==> config.mk <==
export PLATFORM = sky130hd
export DESIGN_NAME = conv_window_streamer
export DESIGN_NICKNAME = d
export VERILOG_FILES = /design/src/rtl/conv_window_streamer.sv
export SDC_FILE = /design/constraint.sdc
export NUM_CORES = 2
export LEC_CHECK = 0
export CORE_UTILIZATION = 45
export DETAILED_ROUTE_END_ITERATION = 7
export HOLD_SLACK_MARGIN = 0.03
export SETUP_SLACK_MARGIN = 0.2
export SLEW_MARGIN = 0
export SYNTH_ARGS = -nofsm -noshare
export SYNTH_HDL_FRONTEND = slang
export SYNTH_SLANG_ARGS = --single-unit
export TNS_END_PERCENT = 30
==> constraint.sdc <==
create_clock -name clk -period 19.1 [get_ports clk]
set_input_delay 2.865 -clock clk [delete_from_list [all_inputs] [get_ports clk]]
set_output_delay 2.865 -clock clk [all_outputs]
set_load 0.05 [all_outputs]
==> src/rtl/conv_window_streamer.sv <==
// -----------------------------------------------------------------------------
// conv_window_streamer
//
// Takes a raster-ordered pixel stream of a square N x N image and produces
// every K x K convolution window at stride S, one per output transfer. The
// previous K-1 image rows are kept in on-chip line buffers, so each pixel is
// read from upstream exactly once. The most recent K columns sit in a small
// shift register. A window leaves on the cycle after the pixel that completes
// it (its bottom-right pixel) is accepted.
//
// Ports
//   clk          single clock, rising edge
//   reset        synchronous, active-high reset
//   start        one-cycle frame request, only looked at in IDLE
//   img_size     image side N (latched on an accepted start)
//   filter_size  filter side K, 3 or 5 (latched on an accepted start)
//   stride       window stride S, 1 or 2 (latched on an accepted start)
//   in_valid     upstream pixel valid
//   in_data      signed pixel, row-major raster order
//   in_ready     this block takes the pixel this cycle
//   out_valid    window holds a valid window
//   out_ready    downstream takes the window this cycle
//   window       MAX_K*MAX_K elements, element e at [e*DATA_W +: DATA_W];
//                element ky*MAX_K+kx = pixel(top+ky, left+kx), unused = 0
//   done         one-cycle pulse when a frame has fully drained
//   cfg_err      one-cycle pulse after a start with an illegal configuration
// -----------------------------------------------------------------------------
module conv_window_streamer #(
  parameter int DATA_W  = 16,
  parameter int MAX_IMG = 32,
  parameter int MAX_K   = 5
) (
  input  logic                            clk,
  input  logic                            reset,
  input  logic                            start,
  input  logic [15:0]                     img_size,
  input  logic [15:0]                     filter_size,
  input  logic [1:0]                      stride,
  input  logic                            in_valid,
  input  logic [DATA_W-1:0]               in_data,
  output logic                            in_ready,
  output logic                            out_valid,
  input  logic                            out_ready,
  output logic [MAX_K*MAX_K*DATA_W-1:0]   window,
  output logic                            done,
  output logic                            cfg_err
);

  localparam int CW  = $clog2(MAX_IMG) + 1;      // row/column counter width
  localparam int AW  = $clog2(MAX_IMG);          // line-buffer address width
  localparam int NLB = MAX_K - 1;                // number of line buffers
  localparam int NE  = MAX_K * MAX_K;            // window elements
  localparam int WW  = NE * DATA_W;              // window bus width
  localparam int SRW = (MAX_K - 1) * MAX_K * DATA_W;  // stored older columns

  localparam logic [15:0] MAX_IMG_W = 16'(MAX_IMG);
  localparam logic        K5_OK     = (MAX_K >= 5);

  typedef enum logic [1:0] {
    S_IDLE   = 2'd0,
    S_STREAM = 2'd1,
    S_DRAIN  = 2'd2
  } state_t;

  genvar gi;

  // ---------------------------------------------------------------------------
  // State and latched configuration
  // ---------------------------------------------------------------------------
  state_t          r_state;
  logic [CW-1:0]   r_row;
  logic [CW-1:0]   r_col;
  logic [CW-1:0]   r_last_idx;   // N-1
  logic [CW-1:0]   r_k;
  logic            r_s2;         // stride is 2
  logic            r_out_valid;
  logic [WW-1:0]   r_window;
  logic            r_done;
  logic            r_cfg_err;
  logic [SRW-1:0]  r_sr;         // columns aged 1..MAX_K-1, MAX_K rows each

  // ---------------------------------------------------------------------------
  // Handshakes and counter arithmetic
  // ---------------------------------------------------------------------------
  logic            w_cfg_legal;
  logic            w_in_ready;
  logic            w_pix_xfer;
  logic            w_col_last;
  logic            w_row_last;
  logic [CW-1:0]   w_col_next;
  logic [CW-1:0]   w_km1;
  logic            w_row_phase_ok;
  logic            w_col_phase_ok;
  logic            w_emit;
  logic [AW-1:0]   w_rd_col;

  assign w_cfg_legal = ((filter_size == 16'd3) || ((filter_size == 16'd5) && K5_OK)) &&
                       ((stride == 2'd1) || (stride == 2'd2)) &&
                       (img_size >= filter_size) &&
                       (img_size <= MAX_IMG_W);

  assign w_in_ready = (r_state == S_STREAM) && (!r_out_valid || out_ready);
  assign w_pix_xfer = in_valid && w_in_ready;

  assign w_col_last = (r_col == r_last_idx);
  assign w_row_last = (r_row == r_last_idx);
  assign w_col_next = w_col_last ? '0 : r_col + CW'(1);
  assign w_km1      = r_k - CW'(1);

  // With S = 2 only even offsets from K-1 start a window; the parity of
  // (r - (K-1)) is just the XOR of the two low bits.
  assign w_row_phase_ok = !r_s2 || !(r_row[0] ^ w_km1[0]);
  assign w_col_phase_ok = !r_s2 || !(r_col[0] ^ w_km1[0]);

  assign w_emit = w_pix_xfer && (r_row >= w_km1) && (r_col >= w_km1) &&
                  w_row_phase_ok && w_col_phase_ok;

  // Line-buffer reads are registered, so the address runs one pixel ahead:
  // when a pixel transfers, fetch the column of the next expected pixel.
  // Column c is only ever written by the transfer of column c itself, so the
  // prefetched word is still current when that pixel arrives.
  always_comb begin
    w_rd_col = r_col[AW-1:0];
    if (r_state == S_IDLE) begin
      w_rd_col = '0;
    end else if (w_pix_xfer) begin
      w_rd_col = w_col_next[AW-1:0];
    end
  end

  // ---------------------------------------------------------------------------
  // Line buffers: buffer 0 holds row r-1, buffer i holds row r-1-i. On each
  // accepted pixel the column cascades one buffer down, so the old contents
  // of buffer i move into buffer i+1 and the new pixel lands in buffer 0.
  // ---------------------------------------------------------------------------
  logic [NLB*DATA_W-1:0] w_lb_q;

  for (gi = 0; gi < NLB; gi++) begin : g_lb
    logic [DATA_W-1:0] r_mem [MAX_IMG];
    logic [DATA_W-1:0] r_q;
    logic [DATA_W-1:0] w_wdata;

    if (gi == 0) begin : g_first
      assign w_wdata = in_data;
    end else begin : g_chain
      assign w_wdata = w_lb_q[(gi-1)*DATA_W +: DATA_W];
    end

    always_ff @(posedge clk) begin
      if (w_pix_xfer) begin
        r_mem[r_col[AW-1:0]] <= w_wdata;
      end
      r_q <= r_mem[w_rd_col];
    end

    assign w_lb_q[gi*DATA_W +: DATA_W] = r_q;
  end

  // ---------------------------------------------------------------------------
  // Column shift register. Slot (age x, depth j) sits at (x*MAX_K + j);
  // depth 0 is the current row, depth j is row r-j. Age 0 is the column
  // being accepted right now, built from the input pixel and buffer outputs.
  // ---------------------------------------------------------------------------
  logic [WW-1:0] w_sr_next;

  for (gi = 0; gi < MAX_K; gi++) begin : g_col
    if (gi == 0) begin : g_new
      assign w_sr_next[gi*DATA_W +: DATA_W] = in_data;
    end else begin : g_old
      assign w_sr_next[gi*DATA_W +: DATA_W] = w_lb_q[(gi-1)*DATA_W +: DATA_W];
    end
  end
  assign w_sr_next[WW-1:MAX_K*DATA_W] = r_sr;

  // ---------------------------------------------------------------------------
  // Window assembly. For a K-wide window ending at the current pixel, element
  // (ky, kx) is the pixel at age K-1-kx and depth K-1-ky. Only K = 3 and
  // K = 5 are legal, so both fixed mappings are built and one is selected.
  // ---------------------------------------------------------------------------
  logic [WW-1:0] w_win3;
  logic [WW-1:0] w_win5;
  logic [WW-1:0] w_win_next;

  for (gi = 0; gi < NE; gi++) begin : g_win
    localparam int KY = gi / MAX_K;
    localparam int KX = gi % MAX_K;

    if ((KY < 3) && (KX < 3)) begin : g_k3
      localparam int SRC3 = ((2 - KX) * MAX_K + (2 - KY)) * DATA_W;
      assign w_win3[gi*DATA_W +: DATA_W] = w_sr_next[SRC3 +: DATA_W];
    end else begin : g_k3_zero
      assign w_win3[gi*DATA_W +: DATA_W] = '0;
    end

    if ((MAX_K >= 5) && (KY < 5) && (KX < 5)) begin : g_k5
      localparam int SRC5 = ((4 - KX) * MAX_K + (4 - KY)) * DATA_W;
      assign w_win5[gi*DATA_W +: DATA_W] = w_sr_next[SRC5 +: DATA_W];
    end else begin : g_k5_zero
      assign w_win5[gi*DATA_W +: DATA_W] = '0;
    end
  end

  assign w_win_next = (r_k == CW'(5)) ? w_win5 : w_win3;

  // ---------------------------------------------------------------------------
  // Control FSM with registered outputs
  // ---------------------------------------------------------------------------
  always_ff @(posedge clk) begin
    if (reset) begin
      r_state     <= S_IDLE;
      r_row       <= '0;
      r_col       <= '0;
      r_last_idx  <= '0;
      r_k         <= '0;
      r_s2        <= 1'b0;
      r_out_valid <= 1'b0;
      r_window    <= '0;
      r_done      <= 1'b0;
      r_cfg_err   <= 1'b0;
      r_sr        <= '0;
    end else begin
      r_done    <= 1'b0;
      r_cfg_err <= 1'b0;

      if (w_pix_xfer) begin
        r_sr <= w_sr_next[SRW-1:0];
      end

      case (r_state)
        S_IDLE: begin
          // The cycle carrying done is still IDLE; a start there is ignored
          // so the next frame begins no earlier than the cycle after done.
          if (start && !r_done) begin
            if (w_cfg_legal) begin
              r_last_idx <= img_size[CW-1:0] - CW'(1);
              r_k        <= filter_size[CW-1:0];
              r_s2       <= (stride == 2'd2);
              r_row      <= '0;
              r_col      <= '0;
              r_state    <= S_STREAM;
            end else begin
              r_cfg_err <= 1'b1;
            end
          end
        end

        S_STREAM: begin
          if (w_pix_xfer) begin
            r_col <= w_col_next;
            if (w_col_last) begin
              r_row <= r_row + CW'(1);
              if (w_row_last) begin
                r_state <= S_DRAIN;
              end
            end
          end
          // A new window may replace one that is leaving this same cycle.
          if (w_emit) begin
            r_out_valid <= 1'b1;
            r_window    <= w_win_next;
          end else if (r_out_valid && out_ready) begin
            r_out_valid <= 1'b0;
          end
        end

        S_DRAIN: begin
          if (!r_out_valid || out_ready) begin
            r_out_valid <= 1'b0;
            r_done      <= 1'b1;
            r_state     <= S_IDLE;
          end
        end

        default: begin
          r_state <= S_IDLE;
        end
      endcase
    end
  end

  assign in_ready  = w_in_ready;
  assign out_valid = r_out_valid;
  assign window    = r_window;
  assign done      = r_done;
  assign cfg_err   = r_cfg_err;

endmodule

==> impl_metrics.csv <==
group,metric,value,unit
worst_setup_path,slowest_stage_cell_on_the_critical_path,"buf_4",
detailed_routing,detail_route.wl_per_cell,28.2,µm
worst_setup_path,timing_worst_setup_path_type,"in2reg",
synth,seq_area_frac_synth,0.704,
min_path,holdCritPathClass,"reg2reg",
global_routing,grtUsageTotal,0.287,
detailed_routing,initialDrtViolationCount,10455,
finish,post_layout_nonfiller_instances,12965,
global_routing,grt_overflow,0,
power,power.ir.vdd_worst,0.0000678,V
sta,tightestPinTransition,1.42,ns
synth,yosys.area.top_type,"edfxtp_1",
outcome,result_of_the_run,"completed",
global_routing,grt_first_pass_wirelength,521,mm
global_routing,first_global_vias,73147,
detailed_routing,total_drc_errors_in_the_routed_layout,0,
floorplan,initial_core_util,0.453,
power,cellLeakagePower,42.1,nW
finish,layout_commonest_cell,"nand2_1",
detailed_routing,drt-total-wl,365,mm
synth,syn_nets,9346,
worst_setup_path,worstSetupStartpoint,"out_ready",
worst_setup_path,critical-path-top-delay-family,"buffers and inverters",
floorplan,die_x,497,µm
synth,complex_gate_fraction_of_the_synthesized_area,0.0904,
floorplan,dieHeight,497,µm
worst_setup_path,critical_path.reg2reg.endpoint,"g_lb[3].r_q[6]",
cts,clock_transition_at_the_registers_of_the_reported_paths,0.06,ns
finish,area_delta_synth_final,15.5,%
synth,syn-instance-count,9256,
detailed_routing,via_cell_ratio,6.06,
worst_setup_path,worst-r2r-cell-count,15,
finish,layout.nets,9617,
synth,synth-main-ff-cell,"edfxtp_1",
synth,yosys-mux-area-fraction,0.0247,
finish,multiInputGateArea,29900,µm²
cts,cts.htree.levels,5,
sta,final_min_period_over_clock_period,0.416,
placement,place_congestion,0.889,
finish,final_core_util,0.524,
synth,synth-edff-count,2048,
worst_setup_path,rrSetupSlack,12.09,ns
min_path,hp-start,"window[358]",
worst_setup_path,crit_end,"window[242]",
finish,num-fill-cells,20687,
synth,synth_area_per_cell,11.9,µm²
sta,layout_min_cycle_time,7.94,ns
worst_setup_path,timing.critical_path.to_type,"flop",
synth,synth-xor-area-share,0.00174,
cts,cts_num_sinks,2862,
synth,yosys_warnings,0,
cts,clockRootBuffer,"clkbuf_16",
cts,cts_made_buffers,308,
floorplan,pin_count,459,
sta,clock_skew,0.0563,ns
synth,synth_fa_ha_area_frac,0.00396,
finish,fraction_of_layout_instances_using_a_drive_strength_above_1,0.0788,
synth,synthArstFlopShare,0,
sta,totalNegativeSetupSlack,0,ns
worst_setup_path,cp_num_buf_inv,5,
finish,layout.area.seq,77800,µm²
cts,clkLatencyLatePin,0.94,ns
detailed_routing,drt-pass1-iter-count,7,
worst_setup_path,path_depth,10,
global_routing,grt_start_max_net_pins,211,
sta,timing.slew.headroom,0.0499,
cts,tritoncts,"done",
global_routing,number_of_antenna_violations_at_the_first_check_in_global_routing,11,
sta,finalMaxSlewViolations,0,
worst_setup_path,timing.critical_path.required,19.91,ns
placement,dpl.cell_count,12419,
detailed_routing,post_drt_antenna_nets,0,
worst_setup_path,critPathLaunchType,"primary input",
cts,post_cts_buffers,0,
synth,synth_top_family_by_area,"simple AND/OR/NAND/NOR gates",
worst_setup_path,path_common_cell,"buf_4",
cts,cts.repair.resized,0,
sta,rsz0062_at_grt,"no",
sta,clock.fmax,0.126,GHz
detailed_routing,route.vias.total,78565,
worst_setup_path,crit_arrival,8.75,ns
worst_setup_path,cp_slowest_stage_delay,0.97,ns
floorplan,fp.coreArea,244000,µm²
cts,clock_tree.buffer_depth,4,
floorplan,design.die.area,247000,µm²
placement,portBuffers,458,
synth,post_synth_instance_area,110000,µm²
synth,post_synth_and_or_nand_nor_area_fraction,0.147,
worst_setup_path,critical_path_peak_fanout,181,
worst_setup_path,cell_chain_of_the_critical_path,"clkdlybuf4s50_1, nand2b_1, nand2_8, a311oi_4, buf_4, buf_12, buf_4, buf_4, nand3_1, a21oi_1",
finish,final_cell_mix,"nand2_1, edfxtp_1, dfxtp_1, a21oi_1, nand3_1",
worst_setup_path,crit-reg2reg-launch,"r_col[0]",
synth,post_synth_main_area_contributors,"edfxtp_1, dfxtp_1, nand2_1",
sta,final-setup-viol-count,0,
synth,ys_seq_elements,2862,
cts,cts.hold.buffers_added,0,
sta,finalHoldViolations,0,
synth,synth.distinct_cells,73,
synth,yosysTopAreaCellShare,0.557,
power,power-per-cell-area,97.4,nW/µm²
floorplan,row_count,181,
placement,dp_hpwl,198,mm
run,max_cap_violations,0,
==> tightest hold or removal path: stages, from the launching register on <==
cell	delay, ns
dfxtp_1	0.31
nand2_1	0.05
a21oi_1	0.05
==> worst min-delay path by stage <==
stage / end / slack, ns / cells past startpoint
finish: window[358] / 0.45 / 2
global route: window[326] / 0.47 / 2
CTS: window[156] / 0.45 / 2
detailed placement: window[358] / 0.44 / 2
global placement: window[396] / 0.44 / 2
floorplan: r_s2 / 0.43 / 2
==> power by group <==
group	switching, W	leakage [nW]	internal (W)
sequential	0.0000000282	25.0	0.00658
clock	0.00241	4.68	0.00335
combinational	0.0000619	12.4	0.0000168
==> area by class of cell <==
class                   count  area share
inverters                  31    0.000912
diodes                      6    0.000118
clock buffers             429      0.0677
well taps                3202      0.0314
flip-flops and latches   2862       0.610
multi-input cells        5668       0.235
repair buffers            656      0.0482
clock inverters           111     0.00737
==> per-layer routing <==
metal  global-route usage  vias up  wire length, µm
li1                     -    34112                -
met1                0.410    39613           151000
met2                0.432     4133           163000
met3               0.0542      699            36300
met4                0.114        8            15000
met5                    0        -               57
==> sequential cells by signal, summed over array words and instances, names as in the netlist <==
| name | flops |
|---|---|
| window | 400 |
| r_sr | 320 |
| r_col | 6 |
| done | 1 |
| r_last_idx | 6 |
| r_s2 | 1 |
| r_k | 6 |
| g_lb.r_mem | 2048 |
| r_state | 2 |
| g_lb.r_q | 64 |
| cfg_err | 1 |
| out_valid | 1 |
| r_row | 6 |
==> cells by family after synthesis <==
logic type               after synthesis
multiplexers                         176
AND/OR/NAND/NOR                     3885
AO/OA/AOI/OAI                       1550
flip-flops                          2862
buffers and inverters                726
XOR/XNOR                              22
adder cells (fa/ha/maj)               35
==> cells in the mapped netlist, types with 9 or more instances <==
master and instances:
clkbuf_1 456, a31oi_1 218, o221ai_1 42, buf_1 21, a211oi_1 16, nand2_1 2775
nor2_1 202, buf_2 197, a22o_1 10, o22ai_1 120, a311oi_1 298, nor3_1 19
o32ai_1 10, inv_1 30, edfxtp_1 2048, and3_1 329, ha_1 35, o211ai_1 17
o22a_1 15, nand4_1 13, a21oi_1 658, xor2_1 9, buf_4 15, mux2i_1 99
xnor2_1 13, o32a_1 10, nand3_1 502, dfxtp_1 814, mux4_2 77, o21ai_0 75
==> through the flow <==
step | setup slack, ns | power (W) | hold slack [ns] | instance area, µm²
after floorplan | 9.58 | 0.00675 | 0.428 | 110000
after global placement | 10.55 | 0.00679 | 0.439 | 118000
after detailed placement | 10.44 | 0.00680 | 0.443 | 118000
after CTS | 11.34 | 0.0125 | 0.451 | 128000
after global routing | 10.95 | 0.0127 | 0.467 | 128000
final | 11.16 | 0.0124 | 0.450 | 128000
Note: power is estimated with default switching activity, not from simulation.
